File: src/rtl/branch_predictor_gs_pkg.sv
// Shared types, constants and width helpers for the gshare branch predictor and its return address stack.
package branch_predictor_gs_pkg;

    typedef enum logic [1:0] {
        SNT = 2'd0,
        WNT = 2'd1,
        WT  = 2'd2,
        ST  = 2'd3
    } cnt_state_e;

    // Link registers that mark a call (as Rd) or a return (as Rs1).
    localparam logic [4:0] LINK_X1 = 5'd1;
    localparam logic [4:0] LINK_X5 = 5'd5;

    function automatic int calc_iw(input int bht_entries);
        return $clog2(bht_entries);
    endfunction

    function automatic int calc_gw(input int ghr_bits);
        return (ghr_bits > 0) ? ghr_bits : 1;
    endfunction

    function automatic int calc_pw(input int ras_depth);
        return $clog2(ras_depth);
    endfunction

    function automatic int calc_cw(input int ras_depth);
        return $clog2(ras_depth) + 1;
    endfunction

    localparam int IW = calc_iw(64);
    localparam int GW = calc_gw(6);
    localparam int PW = calc_pw(4);
    localparam int CW = calc_cw(4);

    function automatic logic is_link_reg(input logic [4:0] reg_num);
        return (reg_num == LINK_X1) || (reg_num == LINK_X5);
    endfunction

    function automatic logic [1:0] sat_update(input logic [1:0] cnt, input logic taken);
        if (taken)
            return (cnt == ST) ? cnt : cnt + 2'd1;
        return (cnt == SNT) ? cnt : cnt - 2'd1;
    endfunction

endpackage

File: src/rtl/branch_predictor_gs_if.sv
// Fetch/resolve bus between the pipeline (master) and the branch predictor (slave).
interface branch_predictor_gs_if #(
    parameter int PC_WIDTH  = 32,
    parameter int GHR_BITS  = 6,
    parameter int RAS_DEPTH = 4
);
    import branch_predictor_gs_pkg::*;

    localparam int HIST_W = calc_gw(GHR_BITS);
    localparam int PTR_W  = calc_pw(RAS_DEPTH);
    localparam int CNT_W  = calc_cw(RAS_DEPTH);

    logic                stall;
    logic                flush;
    logic [PC_WIDTH-1:0] pred_pc;
    logic                pred_btype;
    logic                pred_taken;
    logic [HIST_W-1:0]   pred_ghr;
    logic [PTR_W-1:0]    pred_ras_ptr;
    logic [CNT_W-1:0]    pred_ras_cnt;
    logic                ras_push;
    logic [PC_WIDTH-1:0] ras_push_addr;
    logic                ras_pop;
    logic [PC_WIDTH-1:0] ras_top;
    logic                ras_valid;
    logic                upd_en;
    logic [PC_WIDTH-1:0] upd_pc;
    logic [HIST_W-1:0]   upd_ghr;
    logic                upd_taken;
    logic                upd_mispredict;
    logic [PTR_W-1:0]    upd_ras_ptr;
    logic [CNT_W-1:0]    upd_ras_cnt;

    modport master (
        output stall, flush, pred_pc, pred_btype,
        output ras_push, ras_push_addr, ras_pop,
        output upd_en, upd_pc, upd_ghr, upd_taken, upd_mispredict, upd_ras_ptr, upd_ras_cnt,
        input  pred_taken, pred_ghr, pred_ras_ptr, pred_ras_cnt, ras_top, ras_valid
    );

    modport slave (
        input  stall, flush, pred_pc, pred_btype,
        input  ras_push, ras_push_addr, ras_pop,
        input  upd_en, upd_pc, upd_ghr, upd_taken, upd_mispredict, upd_ras_ptr, upd_ras_cnt,
        output pred_taken, pred_ghr, pred_ras_ptr, pred_ras_cnt, ras_top, ras_valid
    );

endinterface

File: src/rtl/branch_predictor_gs_ras_stack.sv
// Circular return address stack: speculative push/pop/coroutine-swap plus pointer/count repair
// from a checkpoint. Entries themselves are never restored.
module ras_stack
    import branch_predictor_gs_pkg::*;
#(
    parameter  int PC_WIDTH  = 32,
    parameter  int RAS_DEPTH = 4,
    localparam int PTR_W     = calc_pw(RAS_DEPTH),
    localparam int CNT_W     = calc_cw(RAS_DEPTH)
) (
    input  logic                clk,
    input  logic                rst_n,
    input  logic                stall,
    input  logic                flush,
    input  logic                push,
    input  logic [PC_WIDTH-1:0] push_addr,
    input  logic                pop,
    input  logic                repair,
    input  logic [PTR_W-1:0]    repair_ptr,
    input  logic [CNT_W-1:0]    repair_cnt,
    output logic [PC_WIDTH-1:0] top,
    output logic                valid,
    output logic [PTR_W-1:0]    ptr,
    output logic [CNT_W-1:0]    cnt
);

    logic [PC_WIDTH-1:0] entries [RAS_DEPTH];
    logic [PTR_W-1:0]    ptr_m1;
    logic                empty;
    logic                full;
    logic                spec_ok;
    logic                do_push;
    logic                do_pop;
    logic                do_swap;

    assign ptr_m1  = ptr - PTR_W'(1);
    assign empty   = (cnt == '0);
    assign full    = (cnt == CNT_W'(RAS_DEPTH));
    assign spec_ok = !stall && !flush;

    // A coroutine swap on an empty stack degenerates into a plain push.
    assign do_swap = spec_ok && push && pop && !empty;
    assign do_push = spec_ok && push && (!pop || empty);
    assign do_pop  = spec_ok && pop && !push && !empty;

    // NOTE: state registers use non-blocking assignments so every flop samples pre-edge values.
    always_ff @(posedge clk or negedge rst_n) begin
        if (!rst_n) begin
            ptr <= '0;
            cnt <= '0;
        end else if (repair) begin
            ptr <= repair_ptr;
            cnt <= repair_cnt;
        end else if (do_push) begin
            ptr <= ptr + PTR_W'(1);
            if (!full)
                cnt <= cnt + CNT_W'(1);
        end else if (do_pop) begin
            ptr <= ptr_m1;
            cnt <= cnt - CNT_W'(1);
        end
    end

    // NOTE: this storage is reset on purpose so ras_top reads 0 after reset; a plain RAM would not be.
    always_ff @(posedge clk or negedge rst_n) begin
        if (!rst_n) begin
            for (int i = 0; i < RAS_DEPTH; i++)
                entries[i] <= '0;
        end else if (do_push) begin
            entries[ptr] <= push_addr;
        end else if (do_swap) begin
            entries[ptr_m1] <= push_addr;
        end
    end

    assign top   = entries[ptr_m1];
    assign valid = !empty;

endmodule

File: src/rtl/branch_predictor_gs.sv
// IF-stage branch predictor: gshare (or bimodal when GHR_BITS=0) direction table with a
// checkpoint-repaired global history, plus a return address stack for jalr targets.
module branch_predictor_gs
    import branch_predictor_gs_pkg::*;
#(
    parameter int         PC_WIDTH    = 32,
    parameter int         BHT_ENTRIES = 64,
    parameter int         GHR_BITS    = 6,
    parameter int         RAS_DEPTH   = 4,
    parameter logic [1:0] CNT_INIT    = WNT
) (
    input logic                  clk,
    input logic                  rst_n,
    branch_predictor_gs_if.slave bus
);

    localparam int IDX_W  = calc_iw(BHT_ENTRIES);
    localparam int HIST_W = calc_gw(GHR_BITS);
    localparam int PTR_W  = calc_pw(RAS_DEPTH);
    localparam int CNT_W  = calc_cw(RAS_DEPTH);

    logic [1:0]        bht [BHT_ENTRIES];
    logic [HIST_W-1:0] ghr;
    logic [IDX_W-1:0]  pred_hist;
    logic [IDX_W-1:0]  upd_hist;
    logic [IDX_W-1:0]  pred_idx;
    logic [IDX_W-1:0]  upd_idx;
    logic              pred_taken;
    logic              repair;
    logic              unused_bits;

    assign repair = bus.flush && bus.upd_mispredict;

    if (GHR_BITS == 0) begin : g_bimodal
        assign ghr       = '0;
        assign pred_hist = '0;
        assign upd_hist  = '0;
    end else begin : g_gshare
        assign pred_hist = IDX_W'(ghr);
        assign upd_hist  = IDX_W'(bus.upd_ghr);

        // Repair rebuilds history from the branch's own snapshot, so it outranks the
        // speculative shift of whatever is being fetched in the same cycle.
        always_ff @(posedge clk or negedge rst_n) begin
            if (!rst_n)
                ghr <= '0;
            else if (repair)
                ghr <= (bus.upd_ghr << 1) | HIST_W'(bus.upd_taken);
            else if (bus.pred_btype && !bus.stall && !bus.flush)
                ghr <= (ghr << 1) | HIST_W'(pred_taken);
        end
    end

    assign pred_idx = bus.pred_pc[IDX_W+1:2] ^ pred_hist;
    assign upd_idx  = bus.upd_pc[IDX_W+1:2] ^ upd_hist;

    // Resolved outcomes are architectural, so the table trains even while stalled or flushing.
    always_ff @(posedge clk or negedge rst_n) begin
        if (!rst_n) begin
            for (int i = 0; i < BHT_ENTRIES; i++)
                bht[i] <= CNT_INIT;
        end else if (bus.upd_en) begin
            bht[upd_idx] <= sat_update(bht[upd_idx], bus.upd_taken);
        end
    end

    assign pred_taken     = bht[pred_idx][1];
    assign bus.pred_taken = pred_taken;
    assign bus.pred_ghr   = ghr;

    ras_stack #(
        .PC_WIDTH  (PC_WIDTH),
        .RAS_DEPTH (RAS_DEPTH)
    ) u_ras (
        .clk        (clk),
        .rst_n      (rst_n),
        .stall      (bus.stall),
        .flush      (bus.flush),
        .push       (bus.ras_push),
        .push_addr  (bus.ras_push_addr),
        .pop        (bus.ras_pop),
        .repair     (repair),
        .repair_ptr (bus.upd_ras_ptr),
        .repair_cnt (bus.upd_ras_cnt),
        .top        (bus.ras_top),
        .valid      (bus.ras_valid),
        .ptr        (bus.pred_ras_ptr),
        .cnt        (bus.pred_ras_cnt)
    );

    // Only the index bits of the PCs feed the table; history is ignored in bimodal mode.
    assign unused_bits = ^{bus.pred_pc, bus.upd_pc, bus.upd_ghr};

endmodule
File: src/flat_wrapper.sv
// flat-port wrapper written by rule: the top's interface ports become plain ports
module branch_predictor_gs_flat import branch_predictor_gs_pkg::*;
#(
    parameter int         PC_WIDTH    = 32,
    parameter int         BHT_ENTRIES = 64,
    parameter int         GHR_BITS    = 6,
    parameter int         RAS_DEPTH   = 4,
    parameter logic [1:0] CNT_INIT    = WNT
)
  (clk, rst_n, bus_stall, bus_flush, bus_pred_pc, bus_pred_btype, bus_ras_push, bus_ras_push_addr, bus_ras_pop, bus_upd_en, bus_upd_pc, bus_upd_ghr, bus_upd_taken, bus_upd_mispredict, bus_upd_ras_ptr, bus_upd_ras_cnt, bus_pred_taken, bus_pred_ghr, bus_pred_ras_ptr, bus_pred_ras_cnt, bus_ras_top, bus_ras_valid);
  branch_predictor_gs_if #(.PC_WIDTH(PC_WIDTH), .GHR_BITS(GHR_BITS), .RAS_DEPTH(RAS_DEPTH)) bus_i ();
  input logic clk;
  input logic rst_n;
  input wire logic [$bits(bus_i.stall)-1:0] bus_stall;
  input wire logic [$bits(bus_i.flush)-1:0] bus_flush;
  input wire logic [$bits(bus_i.pred_pc)-1:0] bus_pred_pc;
  input wire logic [$bits(bus_i.pred_btype)-1:0] bus_pred_btype;
  input wire logic [$bits(bus_i.ras_push)-1:0] bus_ras_push;
  input wire logic [$bits(bus_i.ras_push_addr)-1:0] bus_ras_push_addr;
  input wire logic [$bits(bus_i.ras_pop)-1:0] bus_ras_pop;
  input wire logic [$bits(bus_i.upd_en)-1:0] bus_upd_en;
  input wire logic [$bits(bus_i.upd_pc)-1:0] bus_upd_pc;
  input wire logic [$bits(bus_i.upd_ghr)-1:0] bus_upd_ghr;
  input wire logic [$bits(bus_i.upd_taken)-1:0] bus_upd_taken;
  input wire logic [$bits(bus_i.upd_mispredict)-1:0] bus_upd_mispredict;
  input wire logic [$bits(bus_i.upd_ras_ptr)-1:0] bus_upd_ras_ptr;
  input wire logic [$bits(bus_i.upd_ras_cnt)-1:0] bus_upd_ras_cnt;
  output wire logic [$bits(bus_i.pred_taken)-1:0] bus_pred_taken;
  output wire logic [$bits(bus_i.pred_ghr)-1:0] bus_pred_ghr;
  output wire logic [$bits(bus_i.pred_ras_ptr)-1:0] bus_pred_ras_ptr;
  output wire logic [$bits(bus_i.pred_ras_cnt)-1:0] bus_pred_ras_cnt;
  output wire logic [$bits(bus_i.ras_top)-1:0] bus_ras_top;
  output wire logic [$bits(bus_i.ras_valid)-1:0] bus_ras_valid;
  assign bus_i.stall = bus_stall;
  assign bus_i.flush = bus_flush;
  assign bus_i.pred_pc = bus_pred_pc;
  assign bus_i.pred_btype = bus_pred_btype;
  assign bus_i.ras_push = bus_ras_push;
  assign bus_i.ras_push_addr = bus_ras_push_addr;
  assign bus_i.ras_pop = bus_ras_pop;
  assign bus_i.upd_en = bus_upd_en;
  assign bus_i.upd_pc = bus_upd_pc;
  assign bus_i.upd_ghr = bus_upd_ghr;
  assign bus_i.upd_taken = bus_upd_taken;
  assign bus_i.upd_mispredict = bus_upd_mispredict;
  assign bus_i.upd_ras_ptr = bus_upd_ras_ptr;
  assign bus_i.upd_ras_cnt = bus_upd_ras_cnt;
  assign bus_pred_taken = bus_i.pred_taken;
  assign bus_pred_ghr = bus_i.pred_ghr;
  assign bus_pred_ras_ptr = bus_i.pred_ras_ptr;
  assign bus_pred_ras_cnt = bus_i.pred_ras_cnt;
  assign bus_ras_top = bus_i.ras_top;
  assign bus_ras_valid = bus_i.ras_valid;
  branch_predictor_gs #(.PC_WIDTH(PC_WIDTH), .BHT_ENTRIES(BHT_ENTRIES), .GHR_BITS(GHR_BITS), .RAS_DEPTH(RAS_DEPTH), .CNT_INIT(CNT_INIT)) u_core (.clk(clk), .rst_n(rst_n), .bus(bus_i));
endmodule
File: config.mk
export PLATFORM = sky130hd
export DESIGN_NAME = branch_predictor_gs_flat
export DESIGN_NICKNAME = d
export VERILOG_FILES = /design/src/rtl/branch_predictor_gs_pkg.sv /design/src/rtl/branch_predictor_gs_if.sv /design/src/rtl/branch_predictor_gs_ras_stack.sv /design/src/rtl/branch_predictor_gs.sv /design/src/flat_wrapper.sv
export SDC_FILE = /design/constraint.sdc
export NUM_CORES = 1
export LEC_CHECK = 0
export CAP_MARGIN = 10
export CORE_ASPECT_RATIO = 1.75
export CORE_MARGIN = 8
export CORE_UTILIZATION = 46
export CTS_BUF_LIST = sky130_fd_sc_hd__clkbuf_2
export CTS_CLUSTER_DIAMETER = 100
export CTS_CLUSTER_SIZE = 8
export DETAILED_ROUTE_END_ITERATION = 6
export PLACE_DENSITY = 0.66
export SYNTH_ARGS = -nofsm -noshare
export SYNTH_HDL_FRONTEND = slang
export SYNTH_HIERARCHICAL = 1
export SYNTH_SLANG_ARGS = --single-unit
export TNS_END_PERCENT = 1
File: constraint.sdc
create_clock -name clk -period 4.2 [get_ports clk]
set_clock_uncertainty 0.2 [all_clocks]
set_input_delay 0.42 -clock clk [delete_from_list [all_inputs] [get_ports clk]]
set_output_delay 0.42 -clock clk [all_outputs]
set_load 0.01 [all_outputs]
Word level (Yosys, flattened, before mapping)
Cells that the tools add are included.
- $add $sub $neg: 6
- magnitude comparators: 7
- equality and inequality tests: 3
- multiplexer cells: 36
- bitwise operators: 8
- reduce and logical (&&, ||, !) cells: 26
- operator list (operator ; number):
    128-bit bitwise mux ; 3
    128-bit 2-to-1 mux ; 2
    32-bit demux with 2-bit select ; 2
    32-bit 2-to-1 mux ; 4
    32-bit binary-select mux with 2-bit select ; 1
    2-bit 2-to-1 mux ; 13
    2-bit binary-select mux with 6-bit select ; 2
    7-bit greater-or-equal comparator (second input constant) ; 2
    1-bit logical AND ; 14
    6-bit NOT with 7-bit output ; 2
    2-bit demux with 6-bit select ; 1
    3-bit 2-to-1 mux ; 4
    6-bit 2-to-1 mux ; 2
    6-bit by 1-bit OR with 6-bit output ; 2
    6-bit XOR ; 2
    7-bit by 1-bit less-than comparator with 1-bit output (second input constant) ; 1
    3-bit greater-or-equal comparator (second input constant) ; 2
    3-bit by 1-bit less-than comparator with 1-bit output (second input constant) ; 2
    2-bit NOT with 3-bit output ; 2
    1-bit logical NOT ; 5
    2-bit by 1-bit adder with 2-bit output (second input constant) ; 2
    2-bit nonzero test ; 2
    2-bit by 1-bit subtractor with 2-bit output (second input constant) ; 2
    3-bit by 1-bit adder with 3-bit output (second input constant) ; 1
    other kinds (10) ; 11
- register bits after elaboration: 267
- input bits: 117
- output and inout port bits: 45
- word-level logic and storage cells: 157

Longest topological paths before layout
Gate-level depths: netlist of run 1.
- depth after elaboration: 11
- mapped depth: 12
- mapped depth without buffers: 8

Modules after synthesis
Netlist of run 1, hierarchy kept.
- modules (own cells, without submodules) (module ; times used ; cells each ; area each (µm²) ; seq. area each (µm²)):
    branch_predictor_gs ; 1 ; 717 ; 7085.5 ; 3433.3
    ras_stack ; 1 ; 380 ; 6428.7 ; 3328.2

Least setup slack after synthesis of run 1
OpenSTA, ideal clock, no wires.
- path kind: in2reg
- from: in bus_upd_ghr[2]
- to: reg u_core/bht[113] (netlist name)
- library setup time: 135 ps
- data arrival time: 3079 ps
- data required time: 3865 ps
- setup slack: 785 ps
- cell stages on the path: 11
- buffers on the path: 3
- cells stage by stage: xor2_2 -> buf_2 -> buf_4 -> mux2_2 -> a221oi_1 -> o22a_1 -> o22ai_1 -> a311o_1 -> o21ai_2 -> clkbuf_1 -> a31oi_1
- longest elaborated chain between the ends: 11
- elaborated cells on any way between the ends: 20
- those cells by class: add/sub (2); order compare (2); eq/ne (1); mux (11); bitwise (2); reduce/logical (2)
- RTL lines (element ; RTL line ; RTL):
    start: declaration ; flat_wrapper.sv:23 ; input wire logic [$bits(bus_i.upd_ghr)-1:0] bus_upd_ghr;
    6-bit XOR * ; branch_predictor_gs.sv:55 ; assign upd_idx = bus.upd_pc[IDX_W+1:2] ^ upd_hist;
    6-bit NOT with 7-bit output (not written as such) * ; branch_predictor_gs.sv:63 ; bht[upd_idx] <= sat_update(bht[upd_idx], bus.upd_taken);
    2-bit binary-select mux with 6-bit select ; branch_predictor_gs.sv:63 ;
    2-bit 2-to-1 mux (not written as such) (2 in series) ; branch_predictor_gs.sv:63 ;
    2-bit by 1-bit adder with 2-bit output / 2-bit equality test (equally long branches) ; branch_predictor_gs_pkg.sv:42 ; return (cnt == ST) ? cnt : cnt + 2'd1;
    2-bit 2-to-1 mux ; branch_predictor_gs_pkg.sv:42 ;
    2-bit 2-to-1 mux ; branch_predictor_gs_pkg.sv:41 ; if (taken)
    2-bit 2-to-1 mux ; branch_predictor_gs_pkg.sv:43 ; return (cnt == SNT) ? cnt : cnt - 2'd1;
    2-bit 2-to-1 mux ; branch_predictor_gs.sv:62 ; end else if (bus.upd_en) begin
    128-bit bitwise mux * ; branch_predictor_gs.sv:63 ;
    end signal: indexed assignment ; branch_predictor_gs.sv:63 ;
    end: declaration ; branch_predictor_gs.sv:22 ; logic [1:0] bht [BHT_ENTRIES];
Every way passes the cells marked *; elsewhere a longest branch is shown, timed or not. The select of a mux whose other input is x is not followed.
A chain may end at the register's enable or synchronous reset.

Worst setup path after layout of run 1
- from: reg u_core.ghr[0] (netlist: u_core/bus.pred_ghr[0])
- to: out bus_pred_taken
- longest elaborated chain between the ends: 5
- RTL lines (element ; RTL line ; RTL):
    start: declaration ; branch_predictor_gs.sv:23 ; logic [HIST_W-1:0] ghr;
    start signal: assignment ; branch_predictor_gs.sv:48 ; ghr <= (bus.upd_ghr << 1) | HIST_W'(bus.upd_taken);
    start signal: assignment ; branch_predictor_gs.sv:50 ; ghr <= (ghr << 1) | HIST_W'(pred_taken);
    6-bit XOR ; branch_predictor_gs.sv:54 ; assign pred_idx = bus.pred_pc[IDX_W+1:2] ^ pred_hist;
    6-bit NOT with 7-bit output (not written as such) ; branch_predictor_gs.sv:67 ; assign pred_taken = bht[pred_idx][1];
    2-bit binary-select mux with 6-bit select ; branch_predictor_gs.sv:67 ;
    2-bit 2-to-1 mux (not written as such) (2 in series) ; branch_predictor_gs.sv:67 ;
    end: declaration ; flat_wrapper.sv:28 ; output wire logic [$bits(bus_i.pred_taken)-1:0] bus_pred_taken;
No other way between the ends. The select of a mux whose other input is x is not followed.

==> metrics.md, run 1 <==
| Metric | Value |
|---|---|
| Status | `completed` |
| CP Class | `flip-flop to output pin` |
| Synth warn | `6` |
| Total congestion overflow | `0` |
| Number of buffers created by CTS | `39` |
| Cell repeated most along the worst path | `mux4_2` |
| Worst Hold Launch | `bus_ras_push_addr[24]` |
| Fin area | `16100 um2` |
| Max clock buf depth | `3` |
| CTS clock-pin slew for the worst setup and hold paths | `~0.16 ns` |
| Metal2 WL | `between 15 and 20 mm` |
| Startpoint Class | `flip-flop` |
| Main area contributors after synthesis | `dfrtp_1 (38%), dfstp_2 (12%), mux4_2 (9.7%)` |
| Worst Hold Depth | `2` |
| Pwr dens | `630 nW/um2` |
| Placed Area | `about 15000 um2` |
| Mean Syn Cell Area | `between 10 and 15 um2` |
| DRC viols | `0` |
| Drt first pass iters | `6` |
| Top_reg_cell synth | `dfrtp_1` |
| Total power | `0.0101 W` |
| NumNets Final | `approximately 1400` |
| Pins Over Slew Limit | `0` |
| Library cells used by synthesis | `between 50 and 60` |
| Vias | `between 10000 and 15000` |
| Crit path launch | `u_core/bus.pred_ghr[0]` |
| Setup TNS | `0 ns` |
| FF-to-FF path depth | `8` |
| Crit-path max cell delay | `approximately 0.54 ns` |
| Share of cells above drive strength 1 | `0.317` |
| Max Clk Rate | `approximately 250 MHz` |
| Worst EP arrival | `roughly 3.4 ns` |
| Worst r2r dst | `u_core/bht[11]` |
| Number of global-route vias before repair | `10437` |
| Met3 wire length | `2.04 mm` |
| Die area | `about 35000 um2` |
| Top Metal Used | `met4` |
| #FFs+latches synth | `~270` |
| Post-synth EDFFs | `0` |
| Met1 wire length | `14.6 mm` |
| Register area share after synthesis | `0.500` |
| Horiz. Die Dim | `~150 um` |
| Ports | `162` |
| Dpl hpwl | `roughly 25 mm` |
| R2R Setup Slk | `approximately 1.0 ns` |
| Placed insts | `1589` |
| Area fraction of the dominant cell type after synthesis | `0.376` |
| Final count of negative-setup-slack endpoints | `0` |
| H-tree levels | `2` |
| Hold WS | `~0.086 ns` |
| Initial Utilization | `0.463` |
| Worst-path maximum fanout | `6` |
| Hold WC Path Type | `primary input to flip-flop` |
| RSZ-0062 raised after global routing | `false` |
| Initial antenna violation count | `1` |
| Clk root buf | `clkbuf_2` |
| Final Cycle Share | `0.951` |
| LEAKAGE | `6.57 nW` |
| Post-route insts no fill | `approximately 1700` |
| Max-slew headroom | `0.479` |
| Max-Cap Viols | `0` |
| DR iter-0 viols | `807` |
| Pin count of the biggest net entering global routing | `just over 90` |
| Row count | `between 80 and 90` |
| Syn_nets | `1221` |
| Area grow syn2layout | `18.9%` |
| Endpoint, Worst Hold | `u_core/u_ras/entries[120]` |
| Final Hold Vio Count | `0` |
| Clock sink count | `between 200 and 300` |
| Final WL | `38.0 mm` |
| Cell area after synthesis | `13500 um2` |
| GP Congestion | `between 0.9 and 1` |
| Crit end category | `output pin` |
| Vias/cell | `~6` |
| All-Layer GR Usage | `0.214` |
| CP required | `3.58 ns` |
| Area leader, netlist | `dfrtp_1` |
| IO Port Bufs | `~110` |
| Core ar. | `29200 um2` |
| Ys async rst share | `1.00` |
| Critical Path, Cell by Cell | `xor2_4, buf_12, mux4_2, mux4_2, nor2b_1, a211oi_1, a21oi_1, clkbuf_2` |
| Antenna Nets Post-Route | `0` |
| Pin slew with the least headroom to its limit | `0.776 ns` |
| Min cycle time layout | `roughly 4.0 ns` |
| Mapped Cells | `around 1100` |
| Later-pin clock latency in the skew report | `0.87 ns` |
| WL per Instance | `between 20 and 25 um` |
| TritonCTS clock tree | `done` |
| FF-to-FF Start | `u_core/bht[32]` |
| First-pass GRT wire length | `60.2 mm` |
| Peak VDD IR | `~350 uV` |
| CP max stage cell | `mux4_2` |
| Die Y | `243 um` |
flip-flops by register name, indices dropped and copies added, names as in the netlist:
register and cells:
u_core/u_ras/cnt 3, u_core/u_ras/ptr 2, u_core/u_ras/entries 128, u_core/bht 128
u_core/bus.pred_ghr 6
cell families after synthesis:
group           count (synthesis)  synth area share
mux                           211             0.242
compound gates                229             0.118
fa+ha+maj                       7           0.00648
flops                         267             0.500
simple gates                  293            0.0881
buf+inv                        71            0.0317
xor+xnor                       19            0.0134
per-stage QoR:
stage	utilization	setup WS [ns]
final	0.551	0.207
after global routing	0.551	0.0351
after CTS	0.549	0.00885
after detailed placement	0.530	-0.230
after global placement	0.530	-0.184
after floorplan	-	0.785
cells in the mapped netlist (all sizes together), types with 5 or more instances:
cell type    n
nor2       214
dfrtp      203
a31oi      137
mux2       133
dfstp       64
mux4        58
buf         51
nand2       41
mux2i       20
a21oi       18
o21ai       18
clkbuf      15
nand3       15
a221oi      13
xor2        11
xnor2        8
ha           7
o22ai        7
inv          5
nor2b        5
cells in the final DEF, fill, tap and decap left out, types with 3 or more instances in the layout:
cell type	instances
dfrtp_1	201
a221oi_1	13
clkbuf_2	61
mux2_4	70
mux2i_1	20
inv_1	5
nor4_1	3
mux4_2	58
a31oi_1	137
xor2_1	7
a21oi_4	4
dfstp_2	64
nand2_1	41
nand3_1	15
o2bb2ai_1	3
buf_12	18
clkdlybuf4s50_1	107
nor3_1	3
o31ai_4	3
buf_4	53
nor2b_1	5
o22ai_1	7
a22oi_1	4
nor2_1	214
o22a_1	3
a21oi_1	14
ha_1	7
o21ai_0	16
xor2_4	3
xnor2_1	7
mux2_2	61
o221ai_1	3
a211oi_1	3
dlygate4sd3_1	18
critical path, delay by kind of cell (launching register included):
kind	cells	cell delay, ns
muxes	2	1.01
buffers and inverters	2	0.34
AOI/OAI and AO/OA	2	0.30
DFF	1	0.48
xor gates and xnor gates	1	0.25
and+or+nand+nor	1	0.14
worst max path at each step:
| stage | depth (start not counted) | end |
|---|---|---|
| 2_1_floorplan | 11 | u_core/bht[113] |
| 3_3_place_gp | 11 | u_core/bht[67] |
| 3_5_place_dp | 11 | u_core/bht[125] |
| 4_1_cts | 8 | bus_pred_taken |
| 5_1_grt | 8 | bus_pred_taken |
| 6_report | 8 | bus_pred_taken |
what timing repair did:
item                                   in CTS  in global routing
cloned                                      0                  1
setup endpoints to repair                   1                  1
pin swaps                                   0                  1
resized for setup                           2                  4
hold buffers                               18                  1
endpoints found under the hold margin     173                  1
buffers inserted                            4                  0
report_power, final:
group          total, W  switching, W  internal [W]  leakage [nW]
sequential      0.00456      0.000722       0.00383          3.18
combinational   0.00421       0.00176       0.00245          3.12
clock           0.00135      0.000925      0.000429         0.268
area by class of cell:
cell class	count	area (um2)
timing repair buffer	200	2070
sequential	267	6760
inverter	5	18.8
clock inverter	3	41.3
tap	382	478
fill	2475	13100
antenna	1	2.50
multi-input combinational	759	6400
clock buffer	60	300
routing by layer:
metal,vias to the layer above,track usage
li1,4471,-
met1,5005,0.245
met2,418,0.369
met3,144,0.0365
met4,0,0.131
met5,-,0
(Power assumes the default switching activity.)
==> run 2: changes to the inputs <==
--- a/config.mk
+++ b/config.mk
@@ -14,6 +14,7 @@
 export CTS_CLUSTER_SIZE = 8
 export DETAILED_ROUTE_END_ITERATION = 6
 export PLACE_DENSITY = 0.66
+export SETUP_SLACK_MARGIN = 0.02
 export SYNTH_ARGS = -nofsm -noshare
 export SYNTH_HDL_FRONTEND = slang
 export SYNTH_HIERARCHICAL = 1
==> run 2 against run 1 <==
Compared with the run above: sequential power about the same; non-clock buffer count down 1; hold slack better by 0.0037 ns; first-iteration DRC count down 6.9%; via count down 1.1%; critical path depth unchanged; power down 0.34%; utilization down 0.14 points; setup slack better by 0.051 ns; sequential cell count unchanged; highest routed layer unchanged.
==> metrics.md, run 2 (synthesis results as in run 1) <==
| Metric | Value |
|---|---|
| Status | `completed` |
| Row count | `83` |
| Vias | `between 9000 and 10000` |
| All-Layer GR Usage | `0.214` |
| Total congestion overflow | `0` |
| Crit end category | `output pin` |
| Min cycle time layout | `a little under 4 ns` |
| Max Clk Rate | `roughly 250 MHz` |
| Clock sink count | `267` |
| Area grow syn2layout | `18.6%` |
| Antenna Nets Post-Route | `0` |
| Pin slew with the least headroom to its limit | `approximately 0.8 ns` |
| Final count of negative-setup-slack endpoints | `0` |
| Crit path launch | `u_core/bus.pred_ghr[0]` |
| Die Y | `243 um` |
| Pwr dens | `629 nW/um2` |
| RSZ-0062 raised after global routing | `false` |
| Max-Cap Viols | `0` |
| DR iter-0 viols | `~750` |
| Final Cycle Share | `0.938` |
| Most common cell after layout, fill and taps aside | `nor2_1` |
| CP required | `roughly 3.6 ns` |
| Startpoint Class | `flip-flop` |
| Final Hold Vio Count | `0` |
| Number of global-route vias before repair | `between 10000 and 15000` |
| H-tree levels | `2` |
| Fin area | `between 15000 and 20000 um2` |
| Die area | `around 35000 um2` |
| Pin count of the biggest net entering global routing | `92` |
| Drt first pass iters | `6` |
| Total power | `0.0101 W` |
| Highest-count cells in the layout ignoring fill and taps | `nor2_1 (214), dfrtp_1 (201), a31oi_1 (137)` |
| R2R Setup Slk | `1.03 ns` |
| Worst EP arrival | `3.32 ns` |
| Initial antenna violation count | `1` |
| Clk root buf | `clkbuf_2` |
| Post-route insts no fill | `around 1700` |
| Hold WC Path Type | `primary input to flip-flop` |
| Worst-path maximum fanout | `11` |
| Max clock buf depth | `3` |
| Vias/cell | `5.92` |
| Core ar. | `around 29000 um2` |
| First-pass GRT wire length | `roughly 60 mm` |
| Setup TNS | `0 ns` |
| FF-to-FF path depth | `8` |
| CTS clock-pin slew for the worst setup and hold paths | `between 0.15 and 0.2 ns` |
| Initial Utilization | `0.463` |
| Dpl hpwl | `25.5 mm` |
| LEAKAGE | `6.55 nW` |
| DRC viols | `0` |
| Placed insts | `approximately 1600` |
| TritonCTS clock tree | `done` |
| Pins Over Slew Limit | `0` |
| Max-slew headroom | `0.463` |
| CP Class | `flip-flop to output pin` |
| Later-pin clock latency in the skew report | `just under 0.9 ns` |
| WL per Instance | `between 20 and 25 um` |
| Final setup margin | `approximately 0.26 ns` |
| Horiz. Die Dim | `about 150 um` |
| FF-to-FF Start | `u_core/bht[32]` |
| Placed Area | `approximately 15000 um2` |
| Number of buffers created by CTS | `39` |
| Worst r2r dst | `u_core/bht[11]` |
| Final WL | `between 30 and 40 mm` |
| IO Port Bufs | `about 110` |
| NumNets Final | `between 1000 and 1500` |
| GP Congestion | `about 0.9` |
| Ports | `162` |
| Fillcell total | `roughly 2500` |
| Share of cells above drive strength 1 | `0.316` |
| Pre-CTS WS | `-0.230 ns` |
| Worst setup endpoint | `bus_pred_taken` |
| Peak VDD IR | `350 uV` |
-- run 2: area by class of cell --
cell class | instances | area (um2) | share of cell area
well taps | 382 | 478 | 0.0298
inverters | 5 | 18.8 | 0.00117
clock buffers | 60 | 300 | 0.0187
flip-flops and latches | 267 | 6760 | 0.422
clock inverters | 3 | 41.3 | 0.00258
diodes | 1 | 2.50 | 0.000156
multi-input cells | 759 | 6380 | 0.398
repair buffers | 199 | 2040 | 0.127
-- run 2: what timing repair did --
item	4_1_cts	5_1_grt
hold buffers	18	1
endpoints found under the setup margin	1	1
setup buffers	4	0
endpoints found under the hold margin	173	1
gates resized for setup	3	1
-- run 2: layer usage --
metal,track usage,vias up,share of wire
met5,0,-,0
li1,-,4473,-
met2,0.369,392,0.50
met3,0.0365,133,0.051
met4,0.131,0,0.059
met1,0.245,4930,0.39
-- run 2: report_power, final --
group          leakage (nW)  total, W  internal [W]  switching (W)
Sequential             3.18   0.00455       0.00383       0.000720
Combinational          3.11   0.00418       0.00244        0.00175
Clock                 0.268   0.00135      0.000429       0.000922
Total                  6.55    0.0101       0.00670        0.00339
-- run 2: stage by stage --
| stage | util | hold slack [ns] |
|---|---|---|
| floorplan | - | -0.0756 |
| global placement | 0.530 | 0.263 |
| detailed placement | 0.530 | 0.278 |
| CTS | 0.549 | 0.00175 |
| global route | 0.549 | 0.0215 |
| finish | 0.549 | 0.0899 |
-- run 2: worst min path at each step --
| stage | startpoint | end | slack [ns] | cells past startpoint |
|---|---|---|---|---|
| after global placement | u_core/u_ras/entries[21] | u_core/u_ras/entries[21] | 0.26 | 1 |
| after detailed placement | u_core/u_ras/entries[23] | u_core/u_ras/entries[23] | 0.28 | 1 |
| after global routing | bus_ras_push_addr[22] | u_core/u_ras/entries[118] | 0.02 | 2 |
| after floorplan | rst_n | u_core/bht[101] | -0.08 | 0 |
| final | bus_ras_push_addr[24] | u_core/u_ras/entries[120] | 0.09 | 2 |
| after CTS | bus_ras_push_addr[13] | u_core/u_ras/entries[109] | 0.002 | 2 |
-- run 2: worst max-delay path: stages, from the launching register on --
cell,delay (ns)
dfrtp_2,0.46
xor2_2,0.20
buf_12,0.18
buf_4,0.18
mux4_2,0.56
mux4_2,0.47
mux2i_1,0.15
a21oi_1,0.12
clkbuf_2,0.17
==> run 3: changes to the inputs <==
--- a/config.mk
+++ b/config.mk
@@ -11,7 +11,7 @@
 export CORE_UTILIZATION = 46
 export CTS_BUF_LIST = sky130_fd_sc_hd__clkbuf_2
 export CTS_CLUSTER_DIAMETER = 100
-export CTS_CLUSTER_SIZE = 8
+export CTS_CLUSTER_SIZE = 40
 export DETAILED_ROUTE_END_ITERATION = 6
 export PLACE_DENSITY = 0.66
 export SETUP_SLACK_MARGIN = 0.02
==> run 3 against run 2 <==
Compared with the run above: the flow now finishes with violations (negative setup slack); sequential cell count unchanged; via count about the same; cell count decreased by 0.84%; count of clock-buffer cells in the layout decreased by 45; global-route usage decreased by 0.19 points; combinational power increased by 2%; non-clock buffer count increased by 32; critical path depth unchanged; sequential power about the same; setup slack got worse by 0.28 ns; sequential share of layout area decreased by 0.33 points; hold slack got worse by 0.020 ns; critical endpoint unchanged.
==> metrics.md, run 3 (synthesis results as in run 1) <==
| Metric | Value |
|---|---|
| Final setup margin | `-0.0185 ns` |
| Clk root buf | `clkbuf_2` |
| Hold WC Path Type | `primary input to flip-flop` |
| Placed Area | `between 15000 and 20000 um2` |
| Vias | `9923` |
| Vias/cell | `between 5 and 6` |
| CP Class | `flip-flop to output pin` |
| Min cycle time layout | `around 4.2 ns` |
| Crit path launch | `u_core/bus.pred_ghr[0]` |
| WL per Instance | `approximately 23 um` |
| DR iter-0 viols | `778` |
| CTS clock-pin slew for the worst setup and hold paths | `around 0.71 ns` |
| Later-pin clock latency in the skew report | `1.02 ns` |
| RSZ-0062 raised after global routing | `true` |
| Worst Path Buf+Inv | `3` |
| Highest-count cells in the layout ignoring fill and taps | `nor2_1 (214), dfrtp_1 (201), a31oi_1 (137)` |
| H-tree levels | `1` |
| Antenna Nets Post-Route | `0` |
| Crit path depth | `8` |
| Final Cycle Share | `1.00` |
| Total congestion overflow | `0` |
| Horiz. Die Dim | `between 100 and 150 um` |
| DRC viols | `0` |
| LEAKAGE | `6.51 nW` |
| Dpl hpwl | `about 25 mm` |
| Area grow syn2layout | `19.5%` |
| Final Hold Vio Count | `0` |
| Fin area | `about 16000 um2` |
| First-pass GRT wire length | `60.1 mm` |
| Initial Utilization | `0.463` |
| Max clock buf depth | `3` |
| Initial antenna violation count | `1` |
| CP required | `roughly 3.6 ns` |
| Share of cells above drive strength 1 | `0.286` |
| Clock sink count | `~270` |
| Peak VDD IR | `slightly below 300 uV` |
| Status | `complete, but fails checks` |
| Critical Path, Cell by Cell | `xor2_4, buf_12, buf_6, mux4_2, mux4_2, mux2i_1, a21oi_2, buf_4` |
| Number of global-route vias before repair | `10407` |
| Most common cell after layout, fill and taps aside | `nor2_1` |
| Drt first pass iters | `5` |
| Max-Cap Viols | `0` |
| Die Y | `~240 um` |
| Cell repeated most along the worst path | `mux4_2` |
| NumNets Final | `around 1400` |
| Crit end category | `output pin` |
| Row count | `83` |
| Core ar. | `around 30000 um2` |
| Final count of negative-setup-slack endpoints | `1` |
| Pins Over Slew Limit | `0` |
| Ports | `between 150 and 200` |
| Worst Hold Launch | `bus_upd_ghr[1]` |
| Worst Hold Depth | `4` |
| Pin slew with the least headroom to its limit | `roughly 0.75 ns` |
| Pin count of the biggest net entering global routing | `a little over 90` |
| Startpoint Class | `flip-flop` |
| Crit-path max cell delay | `between 0.5 and 0.6 ns` |
| FF-to-FF path depth | `11` |
| Final WL | `roughly 38 mm` |
| Worst EP arrival | `3.60 ns` |
| Worst-path maximum fanout | `6` |
| Pwr dens | `600 nW/um2` |
| Max Clk Rate | `roughly 240 MHz` |
| Die area | `between 30000 and 40000 um2` |
| Cell family with most CP delay | `multiplexers` |
| Max-slew headroom | `0.499` |
| GP Congestion | `around 0.9` |
| TritonCTS clock tree | `done` |
| FF-to-FF Start | `u_core/bus.pred_ghr[0]` |
| CP max stage cell | `dfrtp_2` |
| Number of buffers created by CTS | `10` |
| All-Layer GR Usage | `0.212` |
| Failing checks | `negative setup slack` |
| IO Port Bufs | `~110` |
| Setup TNS | `-0.0185 ns` |
==> run 3: worst reg2reg max path, cell delays in order (launching register included) <==
cell and delay, ns:
dfrtp_2 0.59, xor2_4 0.22, buf_12 0.18, buf_6 0.12
mux4_2 0.53, mux4_2 0.51, mux2i_1 0.20, a21oi_2 0.08
buf_4 0.14, inv_1 0.04, o21ai_0 0.07, dlygate4sd3_1 0.55
==> run 3: area by class of cell <==
class | count | area [um2]
clock inverters | 1 | 16.3
multi-input cells | 759 | 6400
diodes | 2 | 5.00
fillers | 2430 | 13000
clock buffers | 15 | 75.1
inverters | 5 | 18.8
well taps | 382 | 478
flip-flops and latches | 267 | 6760
repair buffers | 231 | 2390
==> run 3: power by group <==
part	switching, W	internal, W
logic	0.00178	0.00249
clock network	0.000752	0.000100
registers	0.000727	0.00384
total	0.00326	0.00643
==> run 3: final timing paths <==
path	endpoint	slack, ns
setup / recovery	bus_pred_taken	-0.02
hold / removal	u_core/bus.pred_ghr[2]	0.07
max in group asynchronous	u_core/u_ras/entries[100]	2.85
hold reg to reg	u_core/bht[58]	0.32
min in group asynchronous	u_core/bht[108]	0.37
setup reg to reg	u_core/bus.pred_ghr[0]	0.77
==> run 3: metrics by stage <==
step / setup WS, ns / std cells / hold slack, ns / util / total power, W
after floorplan: 0.785 / 1097 / -0.0756 / - / 0.00708
after global placement: -0.184 / 1589 / 0.263 / 0.530 / 0.00862
after detailed placement: -0.230 / 1589 / 0.278 / 0.530 / 0.00876
after CTS: -0.0754 / 1660 / 0.0238 / 0.554 / 0.00972
after global routing: -0.120 / 1662 / 0.0508 / 0.553 / 0.0103
final: -0.0185 / 1662 / 0.0696 / 0.553 / 0.00969
==> run 3: routing by layer <==
metal | up-vias | share of wire | track usage
met4 | 0 | 0.053 | 0.112
met2 | 400 | 0.51 | 0.375
met1 | 4976 | 0.39 | 0.250
met5 | - | 0 | 0
li1 | 4435 | - | -
met3 | 112 | 0.044 | 0.0238
==> run 3: timing repair <==
| action | 4_1_cts | 5_1_grt |
|---|---|---|
| gates resized for setup | 11 | 3 |
| hold buffers | 49 | 0 |
| setup endpoints to repair | 29 | 10 |
| cloned | 1 | 0 |
| pin swaps | 2 | 2 |
| hold endpoints to repair | 373 | 0 |
| buffers inserted | 5 | 1 |
